File: config.mk
export PLATFORM = sky130hd
export DESIGN_NAME = ysyx_22041412_trap_ctrl
export DESIGN_NICKNAME = d
export VERILOG_FILES = /design/src/rtl/ysyx_22041412_csr_pkg.sv /design/src/rtl/ysyx_22041412_trap_ctrl.sv
export SDC_FILE = /design/constraint.sdc
export NUM_CORES = 1
export LEC_CHECK = 0
export BUFFER_PORTS_ARGS = -buffer_cell sky130_fd_sc_hd__buf_2
export CORE_MARGIN = 2
export CORE_UTILIZATION = 45
export DETAILED_ROUTE_END_ITERATION = 6
export PLACE_DENSITY_LB_ADDON = 0.2
export SKIP_LAST_GASP = 1
export SLEW_MARGIN = 10
export SYNTH_ARGS = -nofsm -noshare
export SYNTH_HDL_FRONTEND = slang
export SYNTH_SLANG_ARGS = --single-unit
File: constraint.sdc
create_clock -name clk -period 5.83 [get_ports clk]
set_clock_uncertainty 0.2 [all_clocks]
set_input_delay 1.166 -clock clk [delete_from_list [all_inputs] [get_ports clk]]
set_output_delay 1.166 -clock clk [all_outputs]
set_load 0.01 [all_outputs]
File: src/rtl/ysyx_22041412_csr_pkg.sv
// Shared constants for the machine CSR file and the trap sequencer:
// CSR addresses, CSR instruction func3 codes, mstatus bit positions and
// the sequencer state/phase encodings.
package ysyx_22041412_csr_pkg;

  localparam logic [11:0] CSR_MSTATUS = 12'h300;
  localparam logic [11:0] CSR_MTVEC   = 12'h305;
  localparam logic [11:0] CSR_MEPC    = 12'h341;
  localparam logic [11:0] CSR_MCAUSE  = 12'h342;

  localparam logic [2:0] F3_CSRRW = 3'b001;
  localparam logic [2:0] F3_CSRRS = 3'b010;

  localparam int MSTATUS_MIE    = 3;
  localparam int MSTATUS_MPIE   = 7;
  localparam int MSTATUS_MPP_LO = 11;
  localparam int MSTATUS_MPP_HI = 12;

  // One state per CSR access, plus the redirect cycle.
  typedef enum logic [2:0] {
    ST_IDLE,
    ST_W_MEPC,
    ST_W_MCAUSE,
    ST_R_MSTAT,
    ST_W_MSTAT,
    ST_R_TVEC,
    ST_R_EPC,
    ST_DONE
  } trap_state_e;

  // Sub-phase of one CSR access: request outstanding, then one idle gap cycle.
  typedef enum logic [1:0] {
    PH_IDLE,
    PH_ACC,
    PH_GAP
  } csr_phase_e;

endpackage

File: src/rtl/ysyx_22041412_trap_ctrl.sv
// Trap sequencer: runs the CSR read/modify/write sequence for trap entry or
// mret over the CSR file's en/ready handshake, then pulses a PC redirect.
module ysyx_22041412_trap_ctrl
  import ysyx_22041412_csr_pkg::*;
#(
  parameter int XLEN   = 64,
  parameter int CSR_AW = 12
) (
  input  logic              clk,
  input  logic              rst_n,
  input  logic              trap_valid,
  input  logic              trap_is_mret,
  input  logic [XLEN-1:0]   trap_cause,
  input  logic [XLEN-1:0]   trap_pc,
  output logic              trap_ready,
  output logic              redirect_valid,
  output logic [XLEN-1:0]   redirect_pc,
  output logic              csr_en,
  output logic [CSR_AW-1:0] csr_addr,
  output logic [2:0]        csr_func3,
  output logic [XLEN-1:0]   csr_wdata,
  input  logic [XLEN-1:0]   csr_rdata,
  input  logic              csr_ready
);

  localparam logic [XLEN-1:0] ALIGN_MASK = {{(XLEN-2){1'b1}}, 2'b00};

  typedef struct packed {
    logic [CSR_AW-1:0] addr;
    logic [2:0]        func3;
    logic [XLEN-1:0]   wdata;
  } csr_req_t;

  trap_state_e     state_q, state_d;
  csr_phase_e      phase_q, phase_d;
  logic            en_d;
  logic [CSR_AW-1:0] addr_d;
  logic [2:0]      f3_d;
  logic [XLEN-1:0] wdata_d;
  logic            rv_d;
  logic [XLEN-1:0] rpc_d;
  logic            accept;
  csr_req_t        req;

  logic [XLEN-1:0] pc_q, cause_q, rd_q;
  logic            mret_q;

  // mstatus on trap entry: MPIE <- MIE, MIE <- 0, MPP <- M.
  function automatic logic [XLEN-1:0] mstat_enter(input logic [XLEN-1:0] ms);
    logic [XLEN-1:0] r;
    r = ms;
    r[MSTATUS_MPIE] = ms[MSTATUS_MIE];
    r[MSTATUS_MIE]  = 1'b0;
    r[MSTATUS_MPP_HI:MSTATUS_MPP_LO] = 2'b11;
    return r;
  endfunction

  // mstatus on mret: MIE <- MPIE, MPIE <- 1, MPP stays M (M-only core).
  function automatic logic [XLEN-1:0] mstat_mret(input logic [XLEN-1:0] ms);
    logic [XLEN-1:0] r;
    r = ms;
    r[MSTATUS_MIE]  = ms[MSTATUS_MPIE];
    r[MSTATUS_MPIE] = 1'b1;
    r[MSTATUS_MPP_HI:MSTATUS_MPP_LO] = 2'b11;
    return r;
  endfunction

  // CSR request issued by a given step; reads are CSRRS with zero write data.
  function automatic csr_req_t req_for(input trap_state_e st, input logic [XLEN-1:0] pc,
                                       input logic [XLEN-1:0] cause, input logic [XLEN-1:0] ms,
                                       input logic mret);
    csr_req_t r;
    r.addr  = CSR_AW'(CSR_MSTATUS);
    r.func3 = F3_CSRRS;
    r.wdata = '0;
    case (st)
      ST_W_MEPC: begin
        r.addr  = CSR_AW'(CSR_MEPC);
        r.func3 = F3_CSRRW;
        r.wdata = pc & ALIGN_MASK;
      end
      ST_W_MCAUSE: begin
        r.addr  = CSR_AW'(CSR_MCAUSE);
        r.func3 = F3_CSRRW;
        r.wdata = cause;
      end
      ST_W_MSTAT: begin
        r.func3 = F3_CSRRW;
        r.wdata = mret ? mstat_mret(ms) : mstat_enter(ms);
      end
      ST_R_TVEC: r.addr = CSR_AW'(CSR_MTVEC);
      ST_R_EPC:  r.addr = CSR_AW'(CSR_MEPC);
      default:   r.addr = CSR_AW'(CSR_MSTATUS);
    endcase
    return r;
  endfunction

  // Step order: entry = MEPC, MCAUSE, rd MSTAT, wr MSTAT, rd TVEC; mret joins at rd MSTAT.
  function automatic trap_state_e next_step(input trap_state_e st, input logic mret);
    case (st)
      ST_W_MEPC:   return ST_W_MCAUSE;
      ST_W_MCAUSE: return ST_R_MSTAT;
      ST_R_MSTAT:  return ST_W_MSTAT;
      ST_W_MSTAT:  return mret ? ST_R_EPC : ST_R_TVEC;
      default:     return ST_DONE;
    endcase
  endfunction

  assign trap_ready = (state_q == ST_IDLE);

  // Next-state and next-output logic for the sequencer and its access phase.
  always_comb begin
    state_d = state_q;
    phase_d = phase_q;
    en_d    = csr_en;
    addr_d  = csr_addr;
    f3_d    = csr_func3;
    wdata_d = csr_wdata;
    rv_d    = 1'b0;
    rpc_d   = redirect_pc;
    accept  = 1'b0;
    req     = '0;
    case (state_q)
      ST_IDLE: begin
        if (trap_valid) begin
          accept  = 1'b1;
          state_d = trap_is_mret ? ST_R_MSTAT : ST_W_MEPC;
          req     = req_for(state_d, trap_pc, trap_cause, rd_q, trap_is_mret);
          en_d    = 1'b1;
          phase_d = PH_ACC;
          addr_d  = req.addr;
          f3_d    = req.func3;
          wdata_d = req.wdata;
        end
      end
      ST_W_MEPC, ST_W_MCAUSE, ST_R_MSTAT, ST_W_MSTAT, ST_R_TVEC, ST_R_EPC: begin
        if (phase_q == PH_ACC) begin
          if (csr_ready) begin
            en_d    = 1'b0;
            phase_d = PH_GAP;
          end
        end else begin
          // Gap cycle over: issue the next access or finish with the redirect.
          state_d = next_step(state_q, mret_q);
          if (state_d == ST_DONE) begin
            rv_d    = 1'b1;
            phase_d = PH_IDLE;
            rpc_d   = (state_q == ST_R_TVEC) ? (rd_q & ALIGN_MASK) : rd_q;
          end else begin
            req     = req_for(state_d, pc_q, cause_q, rd_q, mret_q);
            en_d    = 1'b1;
            phase_d = PH_ACC;
            addr_d  = req.addr;
            f3_d    = req.func3;
            wdata_d = req.wdata;
          end
        end
      end
      ST_DONE: begin
        state_d = ST_IDLE;
        phase_d = PH_IDLE;
      end
      default: begin
        state_d = ST_IDLE;
        phase_d = PH_IDLE;
        en_d    = 1'b0;
      end
    endcase
  end

  // Control state and registered outputs, cleared asynchronously.
  always_ff @(posedge clk or negedge rst_n) begin
    if (!rst_n) begin
      state_q        <= ST_IDLE;
      phase_q        <= PH_IDLE;
      csr_en         <= 1'b0;
      csr_addr       <= '0;
      csr_func3      <= '0;
      csr_wdata      <= '0;
      redirect_valid <= 1'b0;
      redirect_pc    <= '0;
    end else begin
      state_q        <= state_d;
      phase_q        <= phase_d;
      csr_en         <= en_d;
      csr_addr       <= addr_d;
      csr_func3      <= f3_d;
      csr_wdata      <= wdata_d;
      redirect_valid <= rv_d;
      redirect_pc    <= rpc_d;
    end
  end

  // Request fields latched at acceptance; CSR read data captured on completion.
  always_ff @(posedge clk) begin
    if (accept) begin
      pc_q    <= trap_pc;
      cause_q <= trap_cause;
      mret_q  <= trap_is_mret;
    end
    if (phase_q == PH_ACC && csr_ready) rd_q <= csr_rdata;
  end

endmodule

==> impl_metrics.py <==
metrics = {
    "run_status": {
        "status": "completed",
    },
    "synth": {
        "synth-compound-area-share": 0.1248,
        "synthXorXnorAreaFrac": 0.0007955,
        "synth_edf_count": 129,
        "synth_top_cell_area_share": 0.3519,
        "ys_ff_latch": 271,
        "yosys-mux-area-fraction": 0.1190,
        "synth_area_leaders": "edfxtp_1 (35%), dfrtp_1 (32%), mux2_2 (6.4%)",
        "synth_flop_cell": "dfrtp_1",
        "ys_types": 46,
        "synthAdderAreaFrac": 0.0009092,
        "seq_area_frac_synth": 0.6746,
        "synthSimpleGateAreaFrac": 0.04296,
        "syn_area_um2": 11010,
        "synth.most_common_cell": "dfrtp_1",
        "avgSynthCellArea_um2": 14.10,
        "yosysWarnings": 0,
        "synthTopCellsByCount": "dfrtp_1 (142), edfxtp_1 (129), a21oi_1 (117)",
        "yosys.area.top_type": "edfxtp_1",
        "ys_async_sr_fraction": 0.5240,
        "synth_top_family_by_area": "compound AO/OA/AOI/OAI gates",
        "syn-instance-count": 781,
    },
    "global_route": {
        "grt-busiest-layer": "met2",
        "antenna_found_initial": 5,
        "met1_usage": 0.2947,
        "grtUsageMet2": 0.3905,
        "grt_use_met3": 0.06302,
        "grt_use_total": 0.2310,
        "grt_start_max_net_pins": 79,
        "grt_remaining_overflow": 0,
        "grt_pass1_wl_um": 46020,
        "grt_pass1_vias": 7924,
    },
    "sta": {
        "holdWs_ns": 0.2816,
        "slew_headroom": 0.2826,
        "hold_violations": 0,
        "fmax_ghz": 0.2784,
        "setup_viol": 0,
        "finalMaxSlewViolations": 0,
        "fin_crit_sh": 0.6161,
        "rsz0062_at_grt": "false",
        "tns_ns": 0,
        "tightestPinTransition_ns": 1.076,
        "worst_slack_ns": 2.238,
        "layout_min_cycle_time_ns": 3.592,
    },
    "route": {
        "drc": 0,
        "routed_wl_um": 29990,
        "avgRoutedWirePerCell_um": 20.70,
        "first_iter_violations": 512,
        "firstDrtPassIters": 4,
        "ant_nets": 0,
        "vias_per_cell": 5.246,
        "vias": 7601,
    },
    "cts": {
        "ctsHoldBuffers": 0,
        "tritoncts": "yes",
        "worstSkewPairLatency_ns": 0.55,
        "clock-root-buffer": "clkbuf_16",
        "cts_made_buffers": 30,
        "clkTransAtPathRegs_ns": 0.06,
        "cts.sinks": 271,
        "cts_setup_buffers": 0,
        "cts_max_level": 1,
        "cts_resized": 0,
        "clockBufferDepth": 3,
    },
    "setup_path": {
        "cp-end-kind": "output port",
        "path_max_fanout": 44,
        "critPathRequiredTime_ns": 4.46,
        "crit_type": "reg -> out",
        "start_kind": "flip-flop",
        "cp.arrival_ns": 2.23,
    },
    "min_path": {
        "worstHoldPathType": "reg -> reg",
    },
    "cells_and_area": {
        "fill_cells": 1994,
        "drive_gt1_frac": 0.4470,
        "syn_to_final_growth_pct": 26.30,
        "layout.nets": 1296,
    },
    "die": {
        "die_width_um": 160.4,
        "rows": 57,
        "die_area_um2": 25730,
        "coreArea_um2": 24180,
        "die_h_um": 160.4,
        "start_util": 0.4554,
        "ioPinCount": 343,
    },
    "flow_run": {
        "maxCapViolations": 0,
    },
    "place": {
        "pre_cts_ws_ns": 2.471,
        "place_hpwl_um": 19020,
        "port_buffers": 333,
        "place.gp.congestion": 0.7920,
    },
    "pwr": {
        "total_power_uw": 8478,
        "leakagePower_uw": 0.006031,
        "p_per_area_nw_per_um2": 609.7,
        "ir_drop_mv": 0.3351,
    },
}
==> routing by layer <==
metal / wire (um) / part of all wire / vias up
met4: 775 / 0.026 / 4
met5: 24 / 0.00080 / -
met2: 14570 / 0.49 / 315
met1: 12140 / 0.40 / 3743
li1: - / - / 3481
met3: 2476 / 0.083 / 58
==> area by class of cell <==
type                            instances  area [um^2]  share of cell area
Antenna cell                            2        5.005           0.0003599
Clock buffer                           47        895.9             0.06443
Clock inverter                          9        122.6            0.008819
Inverter                               16        60.06            0.004319
Multi-Input combinational cell        437         3237              0.2328
Sequential cell                       271         7431              0.5344
Tap cell                              324        405.4             0.02916
Timing Repair Buffer                  343         1748              0.1257
==> kinds of logic (layout without fill, tap and decap cells) <==
logic type,count (synthesis),after routing
xor gates and xnor gates,1,1
adders and majority gates,1,1
and+or+nand+nor,101,101
muxes,123,123
AOI/OAI and AO/OA,204,204
DFF,271,271
other,1,9
buffers and inverters,79,415
==> layout by cell type, fill, tap and decap left out, types with 3 or more instances in the layout <==
master | netlist | layout
clkbuf_8 | 0 | 6
a21oi_4 | 11 | 11
clkbuf_1 | 21 | 10
conb_1 | 1 | 7
nand2_1 | 9 | 9
a21oi_2 | 30 | 30
a21oi_1 | 117 | 117
nor2_1 | 52 | 52
bufinv_16 | 0 | 3
o2bb2ai_1 | 3 | 3
inv_1 | 16 | 16
nand4_1 | 12 | 12
o21ai_0 | 10 | 9
mux2i_1 | 60 | 60
clkbuf_16 | 0 | 31
o21a_1 | 3 | 3
o22a_1 | 3 | 3
buf_4 | 8 | 10
and2_4 | 0 | 3
buf_2 | 19 | 332
dfrtp_1 | 142 | 141
nand3_1 | 5 | 4
nor2b_1 | 6 | 6
o221ai_1 | 12 | 12
mux2_2 | 63 | 63
nand2b_1 | 6 | 5
edfxtp_1 | 129 | 129
clkinv_2 | 0 | 4
==> through the flow <==
step	std cells	area [um^2]	util
after floorplan	787	11030	-
final	1449	13900	0.5751
after global placement	1391	12880	0.5328
after global routing	1449	13900	0.5751
after detailed placement	1391	12880	0.5328
after CTS	1447	13900	0.5749
==> registers in the layout, indices dropped and copies added, names as in the netlist <==
register	count
rd_q	64
cause_q	64
redirect_valid	1
phase_q	2
csr_addr	5
mret_q	1
csr_func3	2
csr_wdata	64
csr_en	1
redirect_pc	64
state_q	3
==> power breakdown <==
part	total, uW	leakage (uW)	switching (uW)	internal [uW]
Combinational	3410	0.00264	2030	1380
Sequential	3140	0.00289	410	2730
Clock	1930	0.000501	749	1180
==> worst paths after layout <==
check                      slack (ns)      startpoint         endpoint  cells after the start
max reg2reg                      2.72      state_q[1]     csr_func3[1]                      5
max                              2.24      state_q[1]       trap_ready                      3
max in group asynchronous        3.90           rst_n    csr_wdata[59]                      2
min                              0.28  redirect_pc[0]   redirect_pc[0]                      2
min reg2reg                      0.28  redirect_pc[0]   redirect_pc[0]                      2
min in group asynchronous        0.46           rst_n  redirect_pc[11]                      1
==> critical path, stage by stage, from the launching register on <==
cell and delay (ns):
dfrtp_4 0.74, or3_1 0.59, inv_1 0.18, buf_2 0.16
Note: power is estimated with default switching activity, not from simulation.
